`config.mk`:
```
export PLATFORM = sky130hd
export DESIGN_NAME = instr_realign_ctrl
export DESIGN_NICKNAME = d
export VERILOG_FILES = /design/src/rtl/instr_realign_ctrl.sv
export SDC_FILE = /design/constraint.sdc
export NUM_CORES = 1
export LEC_CHECK = 0
export CAP_MARGIN = 30
export CORE_UTILIZATION = 40
export DETAILED_ROUTE_END_ITERATION = 6
export DONT_BUFFER_PORTS = 1
export PLACE_DENSITY_LB_ADDON = 0.08
export SYNTH_ARGS = -nofsm -noshare
export SYNTH_HDL_FRONTEND = slang
export SYNTH_SLANG_ARGS = --single-unit
```
`constraint.sdc`:
```
create_clock -name clk_i -period 4.78 [get_ports clk_i]
set_input_delay 0.717 -clock clk_i [delete_from_list [all_inputs] [get_ports clk_i]]
set_output_delay 0.717 -clock clk_i [all_outputs]
set_load 0.03 [all_outputs]
```
`src/rtl/instr_realign_ctrl.sv`:
```
// Realigns word-aligned 32-bit fetch words into whole 16/32-bit instructions with PC tracking.
// Optional performance counters are built when REALIGN_PERF_CNT_EN is defined.
module instr_realign_ctrl #(
    parameter logic [31:0] BOOT_ADDR = 32'h0000_0000
) (
    input  logic        clk_i,
    input  logic        rst_i,
    input  logic [31:0] fetch_word_i,
    input  logic        fetch_valid_i,
    output logic        fetch_ready_o,
    input  logic        flush_i,
    input  logic [31:0] flush_pc_i,
    output logic [31:0] instr_o,
    output logic [31:0] instr_pc_o,
    output logic        instr_compressed_o,
    output logic        instr_valid_o,
    input  logic        instr_ready_i,
    output logic [31:0] perf_cmp_cnt_o,
    output logic [31:0] perf_split_cnt_o
);

    localparam int unsigned XLEN = 32;
    localparam int unsigned HW   = 16;

    typedef enum logic [1:0] {
        ST_ALIGNED = 2'd0,
        ST_HALF    = 2'd1,
        ST_SKIP    = 2'd2
    } state_e;

    localparam state_e          RST_STATE = BOOT_ADDR[1] ? ST_SKIP : ST_ALIGNED;
    localparam logic [XLEN-1:0] RST_PC    = {BOOT_ADDR[XLEN-1:1], 1'b0};

    state_e          state_q, state_d;
    logic [XLEN-1:0] pc_q, pc_d;
    logic [HW-1:0]   hold_q, hold_d;
    logic [XLEN-1:0] instr_q, instr_d;
    logic [XLEN-1:0] instr_pc_q, instr_pc_d;
    logic            instr_cmp_q, instr_cmp_d;
    logic            instr_valid_q, instr_valid_d;

    logic            adv;
    logic            fetch_ready_c;
    logic            emit;
    logic [XLEN-1:0] emit_instr;
    logic            emit_cmp;

    // Only the halfword-aligned part of a redirect target is meaningful.
    logic unused_flush_lsb;
    assign unused_flush_lsb = flush_pc_i[0];

    assign adv = !instr_valid_q || instr_ready_i;

    always_comb begin
        state_d       = state_q;
        pc_d          = pc_q;
        hold_d        = hold_q;
        instr_d       = instr_q;
        instr_pc_d    = instr_pc_q;
        instr_cmp_d   = instr_cmp_q;
        instr_valid_d = instr_valid_q;
        fetch_ready_c = 1'b0;
        emit          = 1'b0;
        emit_instr    = '0;
        emit_cmp      = 1'b0;

        if (flush_i) begin
            instr_valid_d = 1'b0;
            pc_d          = {flush_pc_i[XLEN-1:1], 1'b0};
            state_d       = flush_pc_i[1] ? ST_SKIP : ST_ALIGNED;
            hold_d        = '0;
            fetch_ready_c = 1'b1;
        end else begin
            // Accepted (or empty) output slot drains unless refilled below.
            if (adv) begin
                instr_valid_d = 1'b0;
            end
            case (state_q)
                ST_ALIGNED: begin
                    if (fetch_valid_i && adv) begin
                        fetch_ready_c = 1'b1;
                        emit          = 1'b1;
                        if (fetch_word_i[1:0] != 2'b11) begin
                            emit_instr = {16'h0000, fetch_word_i[HW-1:0]};
                            emit_cmp   = 1'b1;
                            hold_d     = fetch_word_i[XLEN-1:HW];
                            state_d    = ST_HALF;
                            pc_d       = pc_q + 32'd2;
                        end else begin
                            emit_instr = fetch_word_i;
                            pc_d       = pc_q + 32'd4;
                        end
                    end
                end
                ST_HALF: begin
                    if (hold_q[1:0] != 2'b11) begin
                        if (adv) begin
                            emit       = 1'b1;
                            emit_instr = {16'h0000, hold_q};
                            emit_cmp   = 1'b1;
                            state_d    = ST_ALIGNED;
                            pc_d       = pc_q + 32'd2;
                        end
                    end else if (fetch_valid_i && adv) begin
                        fetch_ready_c = 1'b1;
                        emit          = 1'b1;
                        emit_instr    = {fetch_word_i[HW-1:0], hold_q};
                        hold_d        = fetch_word_i[XLEN-1:HW];
                        pc_d          = pc_q + 32'd4;
                    end
                end
                ST_SKIP: begin
                    if (fetch_valid_i) begin
                        fetch_ready_c = 1'b1;
                        hold_d        = fetch_word_i[XLEN-1:HW];
                        state_d       = ST_HALF;
                    end
                end
                default: begin
                    state_d = ST_ALIGNED;
                end
            endcase

            if (emit) begin
                instr_d       = emit_instr;
                instr_pc_d    = pc_q;
                instr_cmp_d   = emit_cmp;
                instr_valid_d = 1'b1;
            end
        end
    end

    always_ff @(posedge clk_i or posedge rst_i) begin
        if (rst_i) begin
            state_q       <= RST_STATE;
            pc_q          <= RST_PC;
            hold_q        <= '0;
            instr_q       <= '0;
            instr_pc_q    <= '0;
            instr_cmp_q   <= 1'b0;
            instr_valid_q <= 1'b0;
        end else begin
            state_q       <= state_d;
            pc_q          <= pc_d;
            hold_q        <= hold_d;
            instr_q       <= instr_d;
            instr_pc_q    <= instr_pc_d;
            instr_cmp_q   <= instr_cmp_d;
            instr_valid_q <= instr_valid_d;
        end
    end

    // Nothing is consumed while the block is held in reset.
    assign fetch_ready_o      = fetch_ready_c && !rst_i;
    assign instr_o            = instr_q;
    assign instr_pc_o         = instr_pc_q;
    assign instr_compressed_o = instr_cmp_q;
    assign instr_valid_o      = instr_valid_q;

`ifdef REALIGN_PERF_CNT_EN
    logic [XLEN-1:0] perf_cmp_q, perf_cmp_d;
    logic [XLEN-1:0] perf_split_q, perf_split_d;

    // A 32-bit instruction at an odd-halfword PC is exactly one that straddled two words.
    always_comb begin
        perf_cmp_d   = perf_cmp_q;
        perf_split_d = perf_split_q;
        if (instr_valid_q && instr_ready_i && !flush_i) begin
            if (instr_cmp_q) begin
                perf_cmp_d = perf_cmp_q + 32'd1;
            end else if (instr_pc_q[1]) begin
                perf_split_d = perf_split_q + 32'd1;
            end
        end
    end

    always_ff @(posedge clk_i or posedge rst_i) begin
        if (rst_i) begin
            perf_cmp_q   <= '0;
            perf_split_q <= '0;
        end else begin
            perf_cmp_q   <= perf_cmp_d;
            perf_split_q <= perf_split_d;
        end
    end

    assign perf_cmp_cnt_o   = perf_cmp_q;
    assign perf_split_cnt_o = perf_split_q;
`else
    assign perf_cmp_cnt_o   = 32'h0;
    assign perf_split_cnt_o = 32'h0;
`endif

endmodule

```
==> summary.txt <==
Synth
  – Register area share after synthesis: 46.54%
  – Most area-consuming cells after synthesis: dfrtp_1 47%, mux2_2 9.4%, buf_4 8.0%
  – Most frequent cells after synthesis: 114 x dfrtp_1, 65 x buf_4, 57 x nor2_1
  – Post-synthesis cell area: 0.006130 mm²
  – Average cell area after synthesis: 10.05 µm²
  – Synth top area share: a little under half
  – EDFF count, synth: 0
  – Yosys top cell by area: dfrtp_1
  – Top-count cell post-synth: dfrtp_1
  – Ys Warns: 0
  – Top FF cell, synth: dfrtp_1
  – Ys async rst share: 100.0%
  – Seq cells post-synth: 114
  – Yosys cell types: 57
  – Post-Synthesis Cells: 610

Final layout
  – Layout area overhead: 8.736%
  – Share of post-route cells with drive strength above 1: 16.23%
  – Antenna Cells: 0
  – Design Area, Final: 0.006665 mm²
  – Area of the multi-input gates: around 0.0029 mm²
  – Fillers: roughly 1400
  – Register Area: 0.002853 mm²
  – Nets: 674

Timing
  – Slew Viols, Final: 0
  – Final clock skew: 6.936 ps
  – # setup viols final: 0
  – Fmax achieved: 290.8 MHz
  – Tcrit/Tclk final: 71.95%
  – Minimum clock period: 3439 ps
  – Worst-margin pin slew: 946.4 ps
  – Fin Setup TNS: 0 ps
  – Normalized max-slew margin: 35.66%
  – RSZ-0062 raised after global routing: false
  – Final hold vios: 0

Clock network
  – Post-cts sizing count: 0
  – H-tree depth: 4
  – CTS Buf Count: 17
  – # Post-CTS Setup Buffers: 0
  – Clock slew at reported path FFs: 50 ps
  – CTS tree: yes
  – Clock latency on the worst-skew pair: slightly above 400 ps
  – Root buffer cell: clkbuf_16
  – Hold_buf cts: 0
  – TritonCTS sink count: 114
  – Max Buffers Root-to-Sink: 2

Pwr
  – Combinational share of power: 13.2%
  – Switching share of power: 34.54%
  – Switching Power: 1.165 mW
  – Seq pwr share: 47.6%
  – Total Power: 3.374 mW
  – Leakage power: 2.765 nW
  – Power share of the clock group: 39.3%
  – Worst ir drop on vdd: 0.0002268 V
  – Cell-internal power: 2.208 mW
  – Pwr/cell area: 506.2 mW/mm²

Placed design
  – Placed instance area: 0.006056 mm²
  – Final GP Congestion: 0.7598
  – Buffers on Ports: 0
  – Post-DP HPWL: 10060 µm

GRT
  – Grt ovf: 0
  – Pin count of the biggest net entering global routing: 72
  – GRT Total Usage: between 10% and 20%
  – Initial antenna violation count: 0
  – Vias in the first global route: 4286
  – First-pass GRT wire length: 23710 µm

Floorplan
  – # rows: 44
  – Die area: 0.01582 mm²
  – Die height: 125.8 µm
  – Io pins: 200
  – Initial Util: 41.55%
  – Die width: 125.8 µm
  – Core Box Area: 0.01475 mm²

Worst setup path
  – Startpoint Class: flop
  – CP required: 4060 ps
  – Kind of critical path: flop to output port
  – Crit path max fanout: 18
  – Worst EP arrival: about 2700 ps
  – Crit end category: output port

Run status
  – Status: completed

Routing
  – Via count: 4384
  – Via-to-Cell Ratio: roughly 5.5
  – Routed len/inst: ~18 µm
  – Initial DRC Count: 247
  – Routed Antenna Nets: 0
  – Residual DRC count: 0
  – Drt first pass iters: 4
  – Routed WL: 14670 µm

Job
  – # Max-Cap Violations: 0

Min path
  – Worst Hold Class: input pin to async pin
flip-flops by register name, summed over array words and instances, names as in the netlist:
signal	flops
instr_o	32
instr_pc_o	31
pc_q	31
hold_q	16
state_q	2
instr_compressed_o	1
instr_valid_o	1
worst max-delay path, cell delays in order (launching register included):
cell      delay [ps]
dfrtp_1          500
nand2b_1         300
nand3_2          210
nor2_2           680
nor2_1            90
a21oi_1          540
logic make-up (layout without fill, tap and decap cells):
kind of cell	Yosys count	in the layout	synth area share (%)
buffers and inverters	108	50	10.98
muxes	55	55	10.08
and+or+nand+nor	187	187	16.11
xor gates and xnor gates	4	4	0.5716
adders and majority gates	2	2	0.4082
DFF	114	114	46.54
other	1	65	0.06118
AOI/OAI and AO/OA	139	139	15.25
stage by stage:
stage / instances / utilization [%] / setup slack [ps] / hold slack, ps
2_1_floorplan: 674 / - / 1047 / 481.5
3_3_place_gp: 767 / 40.97 / 1539 / 491.2
4_1_cts: 800 / 45.17 / 1282 / 140.5
3_5_place_dp: 768 / 41.04 / 1551 / 497.0
6_report: 800 / 45.17 / 1341 / 144.3
5_1_grt: 800 / 45.17 / 1121 / 155.4
power groups by stage:
stage / clock (mW) / combinational (mW) / sequential, mW
2_1_floorplan: 0 / 0.433 / 1.56
3_3_place_gp: 0 / 0.436 / 1.62
3_5_place_dp: 0 / 0.450 / 1.62
4_1_cts: 1.35 / 0.451 / 1.61
5_1_grt: 1.40 / 0.501 / 1.63
6_report: 1.32 / 0.444 / 1.61
layout by cell type, fill, tap and decap left out, types with 3 or more instances in the layout:
cell / instances
nand4_1: 7
nand2b_1: 3
bufinv_16: 4
clkbuf_16: 17
conb_1: 65
nand2_1: 30
nand3b_1: 3
a31oi_1: 16
nor2_1: 57
nor2b_1: 22
o31ai_1: 11
and4_1: 3
nor4_1: 3
a22oi_1: 34
and2_1: 3
inv_1: 8
clkinv_2: 7
nand3_1: 11
o211ai_1: 4
o21ai_0: 10
or4_1: 15
mux2i_1: 3
nor3_1: 7
and3_1: 7
buf_4: 5
mux2_2: 51
or3_1: 8
dfrtp_1: 114
xor2_1: 3
o211a_1: 3
a21oi_1: 38
o2111ai_1: 5
o41ai_1: 3
path summary, 6_finish.rpt:
kind                                      startpoint                         end  slack, ps  depth (start not counted)
hold reg to reg               hold_q[15]$_DFFE_PP0P_      hold_q[15]$_DFFE_PP0P_        510                          1
setup reg to reg           instr_valid_o$_DFFE_PP0P_       hold_q[8]$_DFFE_PP0P_       1850                          5
max in group asynchronous                      rst_i  instr_pc_o[24]$_DFFE_PP0P_       3730                          2
setup / recovery           instr_valid_o$_DFFE_PP0P_               fetch_ready_o       1340                          5
hold / removal                                 rst_i     instr_o[17]$_DFFE_PP0P_        140                          1
min in group clk_i                     fetch_valid_i      state_q[1]$_DFFE_PP0P_        390                          1
layout make-up:
class	instances	area share [%]
clock buffer	20	6.702
multi-input combinational	452	42.91
timing repair buffer	7	1.032
clock inverter	12	2.440
inverter	11	0.6570
sequential	114	42.80
tap	184	3.454
per-layer routing:
metal	part of all wire [%]	wire (µm)	vias to the layer above	global-route usage [%]
li1	-	-	2073	-
met1	44	6423	2142	24.93
met2	47	6833	151	29.64
met3	7.7	1130	18	7.222
met4	1.9	280	0	7.371
met5	0	0	-	0
No activity file was read; power rests on OpenSTA's default activity.
